[config.mk]
export PLATFORM = sky130hd
export DESIGN_NAME = spi_mul_master
export DESIGN_NICKNAME = d
export VERILOG_FILES = /design/src/rtl/spi_mul_master.sv
export SDC_FILE = /design/constraint.sdc
export NUM_CORES = 1
export LEC_CHECK = 0
export ABC_CLOCK_PERIOD_IN_PS = 7200
export CAP_MARGIN = 30
export CORE_MARGIN = 2
export CORE_UTILIZATION = 50
export DETAILED_ROUTE_END_ITERATION = 12
export PLACE_DENSITY = 0.86
export SYNTH_ARGS = -nofsm -noshare
export SYNTH_HDL_FRONTEND = slang
export SYNTH_SLANG_ARGS = --single-unit
[constraint.sdc]
create_clock -name clock_i -period 7.2 [get_ports clock_i]
set_clock_uncertainty 0.05 [all_clocks]
set_input_delay 1.44 -clock clock_i [delete_from_list [all_inputs] [get_ports clock_i]]
set_output_delay 1.44 -clock clock_i [all_outputs]
set_load 0.005 [all_outputs]
[src/rtl/spi_mul_master.sv]
// SPI initiator: sends {opcode, A, B} (68 bits, MSB first) to the multiplier slave and reads back a 32-bit result.
// Optional abort support is compiled in with SPI_MUL_MASTER_ABORT_EN.
module spi_mul_master #(
   parameter int unsigned BIT_PERIOD   = 4,
   parameter int unsigned SETUP_CYCLES = 2
) (
   input  logic        clock_i,
   input  logic        reset_i,
   input  logic        start_i,
   input  logic [3:0]  opcode_i,
   input  logic [31:0] operand_a_i,
   input  logic [31:0] operand_b_i,
`ifdef SPI_MUL_MASTER_ABORT_EN
   input  logic        abort_i,
   output logic        aborted_o,
`endif
   output logic        busy_o,
   output logic        done_o,
   output logic [31:0] result_o,
   output logic        sclk_o,
   output logic        mosi_o,
   output logic        nss_o,
   input  logic        miso_i
);

   localparam int unsigned FRAME_W = 68;
   localparam int unsigned RES_W   = 32;
   localparam int unsigned DIV_W   = 8;
   localparam int unsigned BIT_W   = 7;

   typedef enum logic [2:0] {
      S_IDLE  = 3'd0,
      S_SETUP = 3'd1,
      S_TX    = 3'd2,
      S_TURN  = 3'd3,
      S_RX    = 3'd4,
      S_DONE  = 3'd5
   } state_e;

   state_e               state_q, state_d;
   logic [DIV_W-1:0]     div_q, div_d;
   logic [BIT_W-1:0]     bit_q, bit_d;
   logic [FRAME_W-1:0]   tx_q, tx_d;
   logic [RES_W-1:0]     rx_q, rx_d;
   logic [RES_W-1:0]     result_q, result_d;
   logic                 busy_q, busy_d;
   logic                 done_q, done_d;
   logic                 sclk_q, sclk_d;
   logic                 mosi_q, mosi_d;
   logic                 nss_q, nss_d;
   logic                 in_xfer_c;
   logic                 abort_c;
   logic                 bit_end_c;

   assign in_xfer_c = (state_q == S_SETUP) || (state_q == S_TX) ||
                      (state_q == S_TURN)  || (state_q == S_RX);
   assign bit_end_c = (div_q == DIV_W'(BIT_PERIOD - 1));

`ifdef SPI_MUL_MASTER_ABORT_EN
   logic aborted_q, aborted_d;
   assign abort_c   = abort_i && in_xfer_c;
   assign aborted_d = abort_c;
   assign aborted_o = aborted_q;
`else
   assign abort_c   = 1'b0;
`endif

   // State, datapath and output registers; result survives a reset that lands mid-frame.
   always_ff @(posedge clock_i) begin
      if (reset_i) begin
         state_q <= S_IDLE;
         div_q   <= '0;
         bit_q   <= '0;
         tx_q    <= '0;
         rx_q    <= '0;
         busy_q  <= 1'b0;
         done_q  <= 1'b0;
         sclk_q  <= 1'b0;
         mosi_q  <= 1'b0;
         nss_q   <= 1'b1;
         if (in_xfer_c) result_q <= result_q;
         else           result_q <= '0;
`ifdef SPI_MUL_MASTER_ABORT_EN
         aborted_q <= 1'b0;
`endif
      end else begin
         state_q  <= state_d;
         div_q    <= div_d;
         bit_q    <= bit_d;
         tx_q     <= tx_d;
         rx_q     <= rx_d;
         result_q <= result_d;
         busy_q   <= busy_d;
         done_q   <= done_d;
         sclk_q   <= sclk_d;
         mosi_q   <= mosi_d;
         nss_q    <= nss_d;
`ifdef SPI_MUL_MASTER_ABORT_EN
         aborted_q <= aborted_d;
`endif
      end
   end

   // Next-state and datapath update.
   always_comb begin
      state_d = state_q;
      div_d   = div_q;
      bit_d   = bit_q;
      tx_d    = tx_q;
      rx_d    = rx_q;
      case (state_q)
         S_IDLE: begin
            if (start_i) begin
               tx_d    = {opcode_i, operand_a_i, operand_b_i};
               div_d   = '0;
               bit_d   = '0;
               state_d = S_SETUP;
            end
         end
         S_SETUP: begin
            if (div_q == DIV_W'(SETUP_CYCLES - 1)) begin
               div_d   = '0;
               state_d = S_TX;
            end else begin
               div_d = div_q + DIV_W'(1);
            end
         end
         S_TX: begin
            if (bit_end_c) begin
               div_d = '0;
               tx_d  = {tx_q[FRAME_W-2:0], 1'b0};
               if (bit_q == BIT_W'(FRAME_W - 1)) begin
                  bit_d   = '0;
                  state_d = S_TURN;
               end else begin
                  bit_d = bit_q + BIT_W'(1);
               end
            end else begin
               div_d = div_q + DIV_W'(1);
            end
         end
         S_TURN: begin
            div_d   = '0;
            bit_d   = '0;
            state_d = S_RX;
         end
         S_RX: begin
            // Sample on the edge closing the last sclk-high clock of the bit.
            if (div_q == DIV_W'(BIT_PERIOD - 2)) begin
               rx_d = {rx_q[RES_W-2:0], miso_i};
            end
            if (bit_end_c) begin
               div_d = '0;
               if (bit_q == BIT_W'(RES_W - 1)) begin
                  bit_d   = '0;
                  state_d = S_DONE;
               end else begin
                  bit_d = bit_q + BIT_W'(1);
               end
            end else begin
               div_d = div_q + DIV_W'(1);
            end
         end
         S_DONE: begin
            state_d = S_IDLE;
         end
         default: begin
            state_d = S_IDLE;
         end
      endcase
      if (abort_c) begin
         state_d = S_IDLE;
         div_d   = '0;
         bit_d   = '0;
      end
   end

   // Outputs are computed from the upcoming state so the registers line up with it.
   always_comb begin
      nss_d    = 1'b1;
      sclk_d   = 1'b0;
      mosi_d   = 1'b0;
      done_d   = 1'b0;
      busy_d   = (state_d != S_IDLE);
      result_d = result_q;
      case (state_d)
         S_SETUP: begin
            nss_d  = 1'b0;
            mosi_d = tx_d[FRAME_W-1];
         end
         S_TX: begin
            nss_d  = 1'b0;
            mosi_d = tx_d[FRAME_W-1];
            sclk_d = (div_d == DIV_W'(BIT_PERIOD - 1));
         end
         S_TURN: begin
            nss_d  = 1'b0;
            sclk_d = 1'b1;
         end
         S_RX: begin
            nss_d  = 1'b0;
            sclk_d = (div_d != DIV_W'(BIT_PERIOD - 1));
         end
         S_DONE: begin
            done_d   = 1'b1;
            result_d = rx_d;
         end
         default: begin
         end
      endcase
   end

   assign busy_o   = busy_q;
   assign done_o   = done_q;
   assign result_o = result_q;
   assign sclk_o   = sclk_q;
   assign mosi_o   = mosi_q;
   assign nss_o    = nss_q;

endmodule

==> flow_metrics.py <==
metrics = {
    "global_routing": {
        "grt_usage_pct": 21.5,
        "antenna_found_initial": 0,
        "grt_pass1_vias": 4888,
        "overflow": 0,
        "grt_pass1_wl_um": 22900,
        "grt_max_degree": 77,
    },
    "drt": {
        "routedWlPerCell_um": 15.3,
        "route.detailed.drc": 0,
        "viasPerCell": 5.62,
        "wirelength_um": 14300,
        "drt_first_iter_violations": 474,
        "ant_nets": 0,
        "firstDrtPassIters": 5,
        "vias": 5244,
    },
    "critical_path": {
        "crit_fanout": 70,
        "cp.arrival_ns": 3.91,
        "crit_path_end_kind": "register",
        "criticalPathCategory": "input port to register",
        "reg2reg_slack_ns": 4.17,
        "critPathRequiredTime_ns": 7.21,
        "rr_worst_depth": 8,
        "worst_setup_path_start_kind": "input port",
    },
    "die": {
        "ioPinCount": 109,
        "start_util_pct": 51.3,
        "core_area_um2": 12100,
        "rows": 40,
        "fp.dieH_um": 115,
        "die_area_um2": 13300,
        "die_w_um": 115,
    },
    "yosys": {
        "synth_top_family_by_area": "compound AO/OA/AOI/OAI gates",
        "synth_common_cells": "nand2_1 (151), dfxtp_1 (123), a21oi_1 (114), a22oi_1 (70), edfxtp_1 (32)",
        "synth_area_leaders": "dfxtp_1 (40%), edfxtp_1 (16%), a21oi_1 (9.2%)",
        "synthAdderAreaFrac_pct": 0.808,
        "synth_warnings": 0,
        "postSynth.asyncResetShare_pct": 0,
        "synthMuxAreaShare_pct": 0.182,
        "ys_types": 57,
        "synthXorXnorAreaFrac_pct": 0.424,
        "synth_ff_type": "dfxtp_1",
        "synth_compound_area_share_pct": 22.0,
        "syn_inst": 669,
        "synth_edf_count": 32,
        "synth_seq_cells": 155,
        "yosys.area.top_type": "dfxtp_1",
        "synth_top_area_share_pct": 39.8,
        "syn_area_um2": 6190,
        "avgSynthCellArea_um2": 9.25,
        "synth_seq_area_share_pct": 55.3,
        "syn-num-nets": 745,
        "synth.most_common_cell": "nand2_1",
        "yosys.area_share.simple_pct": 17.0,
    },
    "timing": {
        "fin_crit_sh_pct": 54.1,
        "setup_viol": 0,
        "slew_headroom_pct": 47.1,
        "setup_ws_ns": 3.30,
        "fin_crit_ns": 3.90,
        "setup_tns_ns": 0,
        "drv_slew": 0,
        "finalHoldViolCount": 0,
        "max_freq_mhz": 257,
        "rsz0062_at_grt": "false",
        "tightest_slew_ns": 0.792,
    },
    "cells_and_area": {
        "fillers": 940,
        "syn_to_final_growth_pct": 27.5,
        "postLayoutCoreUtil_pct": 65.5,
        "stdcell_count": 933,
        "fin_nets": 828,
        "antenna_cells": 0,
        "drive_gt1_share_pct": 6.01,
        "multi_input_area_um2": 2520,
        "regArea_um2": 3420,
    },
    "placement": {
        "port_buffers": 108,
        "gp_routability_congestion": 0.822,
        "dp.cells": 901,
        "dpl.hpwl_um": 8830,
        "dp_slack_ns": 2.94,
    },
    "clocking": {
        "clock_path_buffers": 2,
        "htreeDepth": 4,
        "clk_latency_ns": 0.41,
        "clkTransAtPathRegs_ns": 0.06,
        "cts-buffers-inserted": 17,
        "cts_tree": "built",
        "cts.sinks": 155,
        "cts_resized": 0,
        "root_buffer": "clkbuf_16",
        "cts_setup_buffers": 0,
        "hold_buffers": 0,
    },
    "power_and_ir_drop": {
        "peakVddDrop_uv": 184,
        "leakage_nw": 2.65,
        "power_density_nw_per_um2": 257,
    },
    "outcome": {
        "status": "finished clean",
    },
    "worst_hold_path": {
        "hold_path.class": "register to register",
        "hold_depth": 2,
    },
    "run": {
        "maxCapViolCount": 0,
    },
}
==> power breakdown <==
group          internal, mW  switching [mW]
logic                 0.112           0.110
clock network         0.488           0.353
registers             0.936          0.0291
total                  1.54           0.492
==> flip-flops by register name, summed over array words and instances (netlist names) <==
register  count
rx_q         32
nss_o         1
tx_q         68
done_o        1
sclk_o        1
busy_o        1
result_o     32
state_q       3
div_q         8
bit_q         7
mosi_o        1
==> path summary, 6_finish.rpt <==
path                          from                        end
max                        start_i  result_o[4]$_SDFFCE_PP0P_
min           tx_q[2]$_SDFFE_PP0P_       tx_q[2]$_SDFFE_PP0P_
max reg2reg  state_q[0]$_SDFF_PP0_  result_o[4]$_SDFFCE_PP0P_
min reg2reg   tx_q[2]$_SDFFE_PP0P_       tx_q[2]$_SDFFE_PP0P_
==> layer usage <==
layer	GRT usage [%]	share of wire [%]	vias to the layer above
met5	0	0	-
met4	7.31	1.6	0
met3	7.96	7.4	17
met2	35.4	49	195
met1	26.3	42	2493
li1	-	-	2539
==> layout by cell type, fill, tap and decap left out, types with 2 or more instances in the layout <==
| cell type | instances |
|---|---|
| a31oi_1 | 3 |
| a21oi_1 | 114 |
| clkdlybuf4s50_1 | 107 |
| clkinv_4 | 3 |
| nand4_1 | 3 |
| o21ai_0 | 12 |
| clkinvlp_4 | 2 |
| buf_4 | 7 |
| clkbuf_16 | 19 |
| and3_1 | 3 |
| nand2b_1 | 3 |
| o21a_1 | 3 |
| inv_1 | 5 |
| edfxtp_1 | 32 |
| nor4_4 | 2 |
| a21o_1 | 2 |
| xnor2_1 | 2 |
| nor2b_1 | 8 |
| nor2_1 | 24 |
| nor3b_1 | 4 |
| dfxtp_1 | 123 |
| nor4_1 | 2 |
| or4b_1 | 3 |
| and2_1 | 3 |
| a22oi_1 | 70 |
| and2b_1 | 2 |
| inv_6 | 4 |
| nand3b_1 | 2 |
| clkbuf_1 | 3 |
| or3_1 | 2 |
| nand2_1 | 151 |
| o31ai_1 | 2 |
| nand3_1 | 7 |
| ha_1 | 4 |
==> worst max-delay path: stages <==
cell and delay, ns:
clkdlybuf4s50_1 0.52, nor4b_4 0.20, buf_4 0.60, nor2_1 0.14, a21oi_1 0.21, and2_1 0.16
o21ai_1 0.11, o21ai_2 0.10, buf_4 0.41
==> final cells by class <==
cell class | instances | share of cell area, %
clock buffer | 22 | 6.16
clock inverter | 10 | 1.03
inverter | 5 | 0.238
multi-input combinational | 458 | 32.0
sequential | 155 | 43.4
tap | 168 | 2.66
timing repair buffer | 115 | 14.6
==> per-stage QoR <==
step	area, um^2	power [mW]	hold slack [ns]
final	7900	2.03	0.400
after global routing	7900	2.10	0.414
after CTS	7900	2.04	0.401
after detailed placement	7330	1.20	0.394
after global placement	7300	1.19	0.387
after floorplan	6190	1.11	0.382
==> cells by family after synthesis <==
kind of cell / after synthesis
AND/OR/NAND/NOR: 229
AO/OA/AOI/OAI: 221
flip-flops: 155
buffers and inverters: 56
adder cells (fa/ha/maj): 4
XOR/XNOR: 3
multiplexers: 1
Power figures use the tool's default switching activity.
